`src/rtl/ex_mem_buffer_if.sv`:
```
// rtl/ex_mem_buffer_if.sv - Execute/Memory boundary bundle: upstream beat, head payload, forwarding
interface ex_mem_buffer_if #(
    parameter int XLEN = 32
);
    logic            flush;

    logic            ex_valid;
    logic            ex_ready;
    logic [XLEN-1:0] ex_result;
    logic [XLEN-1:0] ex_store_data;
    logic [4:0]      ex_rd;
    logic            ex_reg_write;
    logic            ex_mem_read;
    logic            ex_mem_write;
    logic [2:0]      ex_funct3;

    logic            mem_valid;
    logic            mem_ready;
    logic [XLEN-1:0] mem_result;
    logic [XLEN-1:0] mem_store_data;
    logic [4:0]      mem_rd;
    logic            mem_reg_write;
    logic            mem_mem_read;
    logic            mem_mem_write;
    logic [2:0]      mem_funct3;

    logic [4:0]      fwd_rs1;
    logic [4:0]      fwd_rs2;
    logic            fwd_rs1_hit;
    logic            fwd_rs2_hit;
    logic [XLEN-1:0] fwd_rs1_data;
    logic [XLEN-1:0] fwd_rs2_data;
    logic            fwd_rs1_load;
    logic            fwd_rs2_load;

    modport master (
        output flush,
        output ex_valid, ex_result, ex_store_data, ex_rd, ex_reg_write,
               ex_mem_read, ex_mem_write, ex_funct3,
        input  ex_ready,
        input  mem_valid, mem_result, mem_store_data, mem_rd, mem_reg_write,
               mem_mem_read, mem_mem_write, mem_funct3,
        output mem_ready,
        output fwd_rs1, fwd_rs2,
        input  fwd_rs1_hit, fwd_rs2_hit, fwd_rs1_data, fwd_rs2_data,
               fwd_rs1_load, fwd_rs2_load
    );

    modport slave (
        input  flush,
        input  ex_valid, ex_result, ex_store_data, ex_rd, ex_reg_write,
               ex_mem_read, ex_mem_write, ex_funct3,
        output ex_ready,
        output mem_valid, mem_result, mem_store_data, mem_rd, mem_reg_write,
               mem_mem_read, mem_mem_write, mem_funct3,
        input  mem_ready,
        input  fwd_rs1, fwd_rs2,
        output fwd_rs1_hit, fwd_rs2_hit, fwd_rs1_data, fwd_rs2_data,
               fwd_rs1_load, fwd_rs2_load
    );
endinterface

```
`src/rtl/ex_mem_buffer.sv`:
```
// rtl/ex_mem_buffer.sv - two-entry skid buffer between Execute and Memory with operand forwarding
module ex_mem_buffer #(
    parameter int XLEN = 32
) (
    input  logic          clk,
    input  logic          rst_n,
    ex_mem_buffer_if.slave bus
);
    typedef struct packed {
        logic [XLEN-1:0] result;
        logic [XLEN-1:0] store_data;
        logic [4:0]      rd;
        logic            reg_write;
        logic            mem_read;
        logic            mem_write;
        logic [2:0]      funct3;
    } entry_t;

    localparam logic [1:0] ST_EMPTY = 2'd0;
    localparam logic [1:0] ST_ONE   = 2'd1;
    localparam logic [1:0] ST_TWO   = 2'd2;

    logic [1:0] state_q, state_d;
    entry_t     head_q, head_d;
    entry_t     skid_q, skid_d;
    entry_t     ex_entry;
    logic       head_valid, skid_valid;
    logic       beat_in, beat_out;

    // Valid bits are decoded from registered state only, so ex_ready never sees mem_ready.
    assign head_valid = (state_q == ST_ONE) || (state_q == ST_TWO);
    assign skid_valid = (state_q == ST_TWO);

    assign ex_entry.result     = bus.ex_result;
    assign ex_entry.store_data = bus.ex_store_data;
    assign ex_entry.rd         = bus.ex_rd;
    assign ex_entry.reg_write  = bus.ex_reg_write;
    assign ex_entry.mem_read   = bus.ex_mem_read;
    assign ex_entry.mem_write  = bus.ex_mem_write;
    assign ex_entry.funct3     = bus.ex_funct3;

    assign bus.ex_ready = !skid_valid;
    assign beat_in      = bus.ex_valid && !skid_valid;
    assign beat_out     = head_valid && bus.mem_ready;

    always_comb begin
        state_d = state_q;
        head_d  = head_q;
        skid_d  = skid_q;
        case (state_q)
            ST_EMPTY: begin
                if (beat_in) begin
                    head_d  = ex_entry;
                    state_d = ST_ONE;
                end
            end
            ST_ONE: begin
                if (beat_in && beat_out) begin
                    head_d = ex_entry;
                end else if (beat_in) begin
                    skid_d  = ex_entry;
                    state_d = ST_TWO;
                end else if (beat_out) begin
                    state_d = ST_EMPTY;
                end
            end
            ST_TWO: begin
                if (beat_out) begin
                    head_d  = skid_q;
                    state_d = ST_ONE;
                end
            end
            default: state_d = ST_EMPTY;
        endcase
        // Redirect kills everything; payload may still load but is never observed.
        if (bus.flush) begin
            state_d = ST_EMPTY;
        end
    end

    always_ff @(posedge clk or negedge rst_n) begin
        if (!rst_n) begin
            state_q <= ST_EMPTY;
            head_q  <= '0;
            skid_q  <= '0;
        end else begin
            state_q <= state_d;
            head_q  <= head_d;
            skid_q  <= skid_d;
        end
    end

    assign bus.mem_valid      = head_valid;
    assign bus.mem_result     = head_q.result;
    assign bus.mem_store_data = head_q.store_data;
    assign bus.mem_rd         = head_q.rd;
    assign bus.mem_reg_write  = head_q.reg_write;
    assign bus.mem_mem_read   = head_q.mem_read;
    assign bus.mem_mem_write  = head_q.mem_write;
    assign bus.mem_funct3     = head_q.funct3;

    function automatic logic produces(input logic v, input entry_t e, input logic [4:0] rs);
        return v && e.reg_write && (e.rd != 5'd0) && (e.rd == rs);
    endfunction

    // The skid holds the younger instruction, so it wins over the head.
    always_comb begin
        bus.fwd_rs1_hit  = 1'b0;
        bus.fwd_rs1_data = '0;
        bus.fwd_rs1_load = 1'b0;
        if (produces(skid_valid, skid_q, bus.fwd_rs1)) begin
            bus.fwd_rs1_hit  = 1'b1;
            bus.fwd_rs1_data = skid_q.result;
            bus.fwd_rs1_load = skid_q.mem_read;
        end else if (produces(head_valid, head_q, bus.fwd_rs1)) begin
            bus.fwd_rs1_hit  = 1'b1;
            bus.fwd_rs1_data = head_q.result;
            bus.fwd_rs1_load = head_q.mem_read;
        end
    end

    always_comb begin
        bus.fwd_rs2_hit  = 1'b0;
        bus.fwd_rs2_data = '0;
        bus.fwd_rs2_load = 1'b0;
        if (produces(skid_valid, skid_q, bus.fwd_rs2)) begin
            bus.fwd_rs2_hit  = 1'b1;
            bus.fwd_rs2_data = skid_q.result;
            bus.fwd_rs2_load = skid_q.mem_read;
        end else if (produces(head_valid, head_q, bus.fwd_rs2)) begin
            bus.fwd_rs2_hit  = 1'b1;
            bus.fwd_rs2_data = head_q.result;
            bus.fwd_rs2_load = head_q.mem_read;
        end
    end
endmodule

```
`src/flat_wrapper.sv`:
```
// flat-port wrapper written by rule: the top's interface ports become plain ports
module ex_mem_buffer_flat 
#(
    parameter int XLEN = 32
)
  (clk, rst_n, bus_flush, bus_ex_valid, bus_ex_result, bus_ex_store_data, bus_ex_rd, bus_ex_reg_write, bus_ex_mem_read, bus_ex_mem_write, bus_ex_funct3, bus_ex_ready, bus_mem_valid, bus_mem_result, bus_mem_store_data, bus_mem_rd, bus_mem_reg_write, bus_mem_mem_read, bus_mem_mem_write, bus_mem_funct3, bus_mem_ready, bus_fwd_rs1, bus_fwd_rs2, bus_fwd_rs1_hit, bus_fwd_rs2_hit, bus_fwd_rs1_data, bus_fwd_rs2_data, bus_fwd_rs1_load, bus_fwd_rs2_load);
  ex_mem_buffer_if #(.XLEN(XLEN)) bus_i ();
  input  logic clk;
  input  logic rst_n;
  input wire logic [$bits(bus_i.flush)-1:0] bus_flush;
  input wire logic [$bits(bus_i.ex_valid)-1:0] bus_ex_valid;
  input wire logic [$bits(bus_i.ex_result)-1:0] bus_ex_result;
  input wire logic [$bits(bus_i.ex_store_data)-1:0] bus_ex_store_data;
  input wire logic [$bits(bus_i.ex_rd)-1:0] bus_ex_rd;
  input wire logic [$bits(bus_i.ex_reg_write)-1:0] bus_ex_reg_write;
  input wire logic [$bits(bus_i.ex_mem_read)-1:0] bus_ex_mem_read;
  input wire logic [$bits(bus_i.ex_mem_write)-1:0] bus_ex_mem_write;
  input wire logic [$bits(bus_i.ex_funct3)-1:0] bus_ex_funct3;
  output wire logic [$bits(bus_i.ex_ready)-1:0] bus_ex_ready;
  output wire logic [$bits(bus_i.mem_valid)-1:0] bus_mem_valid;
  output wire logic [$bits(bus_i.mem_result)-1:0] bus_mem_result;
  output wire logic [$bits(bus_i.mem_store_data)-1:0] bus_mem_store_data;
  output wire logic [$bits(bus_i.mem_rd)-1:0] bus_mem_rd;
  output wire logic [$bits(bus_i.mem_reg_write)-1:0] bus_mem_reg_write;
  output wire logic [$bits(bus_i.mem_mem_read)-1:0] bus_mem_mem_read;
  output wire logic [$bits(bus_i.mem_mem_write)-1:0] bus_mem_mem_write;
  output wire logic [$bits(bus_i.mem_funct3)-1:0] bus_mem_funct3;
  input wire logic [$bits(bus_i.mem_ready)-1:0] bus_mem_ready;
  input wire logic [$bits(bus_i.fwd_rs1)-1:0] bus_fwd_rs1;
  input wire logic [$bits(bus_i.fwd_rs2)-1:0] bus_fwd_rs2;
  output wire logic [$bits(bus_i.fwd_rs1_hit)-1:0] bus_fwd_rs1_hit;
  output wire logic [$bits(bus_i.fwd_rs2_hit)-1:0] bus_fwd_rs2_hit;
  output wire logic [$bits(bus_i.fwd_rs1_data)-1:0] bus_fwd_rs1_data;
  output wire logic [$bits(bus_i.fwd_rs2_data)-1:0] bus_fwd_rs2_data;
  output wire logic [$bits(bus_i.fwd_rs1_load)-1:0] bus_fwd_rs1_load;
  output wire logic [$bits(bus_i.fwd_rs2_load)-1:0] bus_fwd_rs2_load;
  assign bus_i.flush = bus_flush;
  assign bus_i.ex_valid = bus_ex_valid;
  assign bus_i.ex_result = bus_ex_result;
  assign bus_i.ex_store_data = bus_ex_store_data;
  assign bus_i.ex_rd = bus_ex_rd;
  assign bus_i.ex_reg_write = bus_ex_reg_write;
  assign bus_i.ex_mem_read = bus_ex_mem_read;
  assign bus_i.ex_mem_write = bus_ex_mem_write;
  assign bus_i.ex_funct3 = bus_ex_funct3;
  assign bus_ex_ready = bus_i.ex_ready;
  assign bus_mem_valid = bus_i.mem_valid;
  assign bus_mem_result = bus_i.mem_result;
  assign bus_mem_store_data = bus_i.mem_store_data;
  assign bus_mem_rd = bus_i.mem_rd;
  assign bus_mem_reg_write = bus_i.mem_reg_write;
  assign bus_mem_mem_read = bus_i.mem_mem_read;
  assign bus_mem_mem_write = bus_i.mem_mem_write;
  assign bus_mem_funct3 = bus_i.mem_funct3;
  assign bus_i.mem_ready = bus_mem_ready;
  assign bus_i.fwd_rs1 = bus_fwd_rs1;
  assign bus_i.fwd_rs2 = bus_fwd_rs2;
  assign bus_fwd_rs1_hit = bus_i.fwd_rs1_hit;
  assign bus_fwd_rs2_hit = bus_i.fwd_rs2_hit;
  assign bus_fwd_rs1_data = bus_i.fwd_rs1_data;
  assign bus_fwd_rs2_data = bus_i.fwd_rs2_data;
  assign bus_fwd_rs1_load = bus_i.fwd_rs1_load;
  assign bus_fwd_rs2_load = bus_i.fwd_rs2_load;
  ex_mem_buffer #(.XLEN(XLEN)) u_core (.clk(clk), .rst_n(rst_n), .bus(bus_i));
endmodule
```
`config.mk`:
```
export PLATFORM = sky130hd
export DESIGN_NAME = ex_mem_buffer_flat
export DESIGN_NICKNAME = d
export VERILOG_FILES = /design/src/rtl/ex_mem_buffer_if.sv /design/src/rtl/ex_mem_buffer.sv /design/src/flat_wrapper.sv
export SDC_FILE = /design/constraint.sdc
export NUM_CORES = 1
export LEC_CHECK = 0
export ABC_CLOCK_PERIOD_IN_PS = 2600
export CAP_MARGIN = 30
export CORE_MARGIN = 2
export CORE_UTILIZATION = 50
export DETAILED_ROUTE_END_ITERATION = 6
export DONT_BUFFER_PORTS = 1
export PLACE_DENSITY = 0.68
export SLEW_MARGIN = 15
export SYNTH_ARGS = -nofsm -noshare
export SYNTH_HDL_FRONTEND = slang
export SYNTH_SLANG_ARGS = --single-unit
export TNS_END_PERCENT = 5
```
`constraint.sdc`:
```
create_clock -name clk -period 2.6 [get_ports clk]
set_input_delay 0.52 -clock clk [delete_from_list [all_inputs] [get_ports clk]]
set_output_delay 0.52 -clock clk [all_outputs]
set_load 0.03 [all_outputs]
```
==> flow_summary.json <==
{
  "route.detailed.drc": 0,
  "r2r_slack_ns": 0.18,
  "stdcell_count": 927,
  "dieArea_mm2": 0.0174,
  "wl_per_cell_um": 23.2,
  "failed_checks": "negative hold slack, negative setup slack",
  "worstPathMaxFanout": 9,
  "clock_latency_ns": 0.42,
  "arrival_ns": 2.45,
  "syn_inst": 657,
  "hpwl_um": 14000,
  "hold_class": "input port to asynchronous set/reset pin",
  "worstReg2RegStart": "u_core.state_q[0]$_DFFE_PN0P_",
  "cts_tree": "built",
  "drt_iter0_markers": 274,
  "period_share_pct": 114,
  "p_leak_uw": 0.00421,
  "required_ns": 2.08,
  "setup_viol": 68,
  "numCtsBuffers": 17,
  "clock_skew_ns": 0.00710,
  "core_mm2": 0.0159,
  "vias": 5688,
  "grt_usage_pct": 24.7,
  "place_congestion": 0.892,
  "die_x_um": 132,
  "initial_core_util_pct": 51.4,
  "rows": 46,
  "status": "complete, but fails checks",
  "tightest_slew_ns": 0.471,
  "ant_nets": 0,
  "postLayoutCoreUtil_pct": 63.6,
  "drive_above_1_share_pct": 54.0,
  "area.growth.synth_to_final_pct": 23.8,
  "syn_avg_cell_area_um2": 12.5,
  "vias_per_cell": 6.14,
  "gr-total-overflow": 0,
  "vdd_drop_max_mv": 0.647,
  "totalWireLength_um": 21500,
  "insertedDiodeCount": 0,
  "port_buffers": 0,
  "clkTransAtPathRegs_ns": 0.07,
  "cts.sinks": 152,
  "synth_cell_type_count": 35,
  "grt_pass1_wl_um": 34000,
  "placed_cells": 880,
  "dr.pass1.iters": 5,
  "grt_pass1_vias": 6286,
  "clockBufferDepth": 2,
  "synth.net_count": 752,
  "fin_tns_setup_ns": -20.84,
  "seq_area_frac_synth_pct": 46.4,
  "startpoint_type": "flip-flop",
  "grt_max_degree": 153,
  "synth.cell_area_mm2": 0.00819,
  "slew_viol_final": 0,
  "fmaxAchievable_ghz": 0.336,
  "crit_start": "u_core.state_q[0]$_DFFE_PN0P_",
  "max-slew-margin-rel_pct": 68.6,
  "max_cap_violations": 0,
  "cts_root_buf": "clkbuf_16",
  "final_nets": 793,
  "antenna_found_initial": 0,
  "period_minus_slack_ns": 2.97,
  "setup_slack_ns": -0.372,
  "p_per_area_mw_per_mm2": 1250,
  "yosys_warnings": 0,
  "whs_ns": -0.205,
  "cp-end-kind": "primary output",
  "ioPinCount": 235,
  "dieHeight_um": 132,
  "htreeDepth": 4,
  "rsz0062_at_grt": "yes",
  "synth-seq-cells": 152,
  "finalHoldViolations": 152,
  "worstSetupPathType": "flip-flop to primary output"
}
## area by class of cell
cell class / count / area [um^2]
well taps: 216 / 270
repair buffers: 76 / 920
clock inverters: 14 / 185
multi-input cells: 415 / 4390
fillers: 1229 / 5800
clock buffers: 18 / 429
inverters: 36 / 135
flip-flops and latches: 152 / 3800
## timing repair
item | CTS | global route
cloned | 5 | 2
hold endpoints to repair | 152 | 152
resized for setup | 20 | 4
pin swaps | 9 | 18
buffers inserted | 6 | 2
endpoints found under the setup margin | 68 | 68
## metal layers
metal | part of all wire, % | global-route usage [%] | vias up
met5 | 0 | 0 | -
li1 | - | - | 2481
met1 | 37 | 27.1 | 2906
met3 | 11 | 10.5 | 43
met2 | 50 | 41.5 | 258
met4 | 2.7 | 11.7 | 0
## cells in the mapped netlist
master	count	area, um^2
dfrtp_1	152	3800
and3_1	1	6.26
o211ai_1	1	7.51
nor3_1	34	170
o21bai_1	1	7.51
inv_1	36	135
nor4_1	2	12.5
nand4b_1	1	8.76
a21oi_1	2	10.0
nand2_1	4	15.0
xor2_1	12	105
or4_1	1	7.51
nand2b_1	2	12.5
buf_2	12	60.1
nor4_2	1	12.5
mux2i_1	34	340
or4_4	1	11.3
o21ba_2	1	10.0
buf_6	6	67.6
o31ai_1	1	7.51
nand3_1	1	5.00
mux2_2	226	2540
or3_1	1	6.26
a222oi_1	1	10.0
o211ai_2	1	12.5
a31o_2	4	35.0
a31o_1	30	263
ha_1	5	62.6
xnor2_1	8	70.1
a21o_1	1	7.51
nor2_1	4	15.0
clkbuf_1	31	116
or2_1	1	6.26
nand4_1	33	206
buf_1	5	18.8
## placed cells by master, fill, tap and decap left out, types with 2 or more instances in the layout
master | netlist | layout
a31o_4 | 0 | 33
buf_12 | 0 | 17
buf_16 | 0 | 5
buf_4 | 0 | 49
buf_6 | 6 | 3
bufinv_16 | 0 | 3
clkbuf_16 | 0 | 18
clkinvlp_4 | 0 | 2
dfrtp_1 | 152 | 151
ha_1 | 5 | 2
ha_4 | 0 | 3
inv_1 | 36 | 35
inv_6 | 0 | 5
inv_8 | 0 | 2
mux2_2 | 226 | 226
mux2i_1 | 34 | 33
nand2_1 | 4 | 3
nand2b_1 | 2 | 2
nand4_1 | 33 | 33
nor2_1 | 4 | 4
nor3_1 | 34 | 34
xnor2_1 | 8 | 7
xor2_1 | 12 | 12
## report_power, final
group | switching (uW) | total, uW | internal (uW)
Clock | 1030 | 2560 | 1540
Sequential | 2250 | 5820 | 3580
Combinational | 2010 | 4300 | 2290
Total | 5280 | 12700 | 7400
## per-stage QoR
| stage | area [um^2] | setup WS [ns] | power, uW |
|---|---|---|---|
| 2_1_floorplan | 8480 | -0.0776 | 8550 |
| 3_3_place_gp | 9130 | 0.0307 | 9670 |
| 3_5_place_dp | 9130 | -0.00302 | 9930 |
| 4_1_cts | 10000 | -0.383 | 12600 |
| 5_1_grt | 10100 | -0.493 | 13300 |
| 6_report | 10100 | -0.372 | 12700 |
## cells by family after synthesis
logic type | after synthesis | synth area share, %
and+or+nand+nor | 87 | 6.05
DFF | 152 | 46.4
xor gates and xnor gates | 20 | 2.14
buffers and inverters | 90 | 4.86
muxes | 260 | 35.2
adders and majority gates | 5 | 0.764
AOI/OAI and AO/OA | 43 | 4.52
## worst max-delay path, cell delays in order, from the launching register on
cell       delay, ns
dfrtp_1         0.36
inv_2           0.06
buf_4           0.13
buf_6           0.12
ha_4            0.28
nand2_4         0.05
a21oi_4         0.19
buf_12          0.14
clkbuf_16       0.15
nand4_1         0.10
mux2i_1         0.23
buf_4           0.20
## worst paths after layout
check | end | cells past startpoint
min in group clk | u_core.state_q[1]$_DFFE_PN0P_ | 1
worst max-delay path | bus_fwd_rs2_data[0] | 11
worst min-delay path | u_core.skid_q[48]$_DFFE_PN0P_ | 0
worst max register to register | u_core.bus.mem_result[23]$_DFFE_PN0P_ | 10
max in group asynchronous | u_core.skid_q[67]$_DFFE_PN0P_ | 0
worst min register to register | u_core.skid_q[27]$_DFFE_PN0P_ | 1
## flip-flops by register name (all words and copies together) (netlist names)
register	cells
u_core.bus.mem_result	32
u_core.state_q	2
u_core.bus.mem_store_data	32
u_core.bus.mem_rd	5
u_core.bus.mem_reg_write	1
u_core.bus.mem_mem_write	1
u_core.bus.mem_funct3	3
u_core.bus.mem_mem_read	1
u_core.skid_q	75
(Power assumes the default switching activity.)
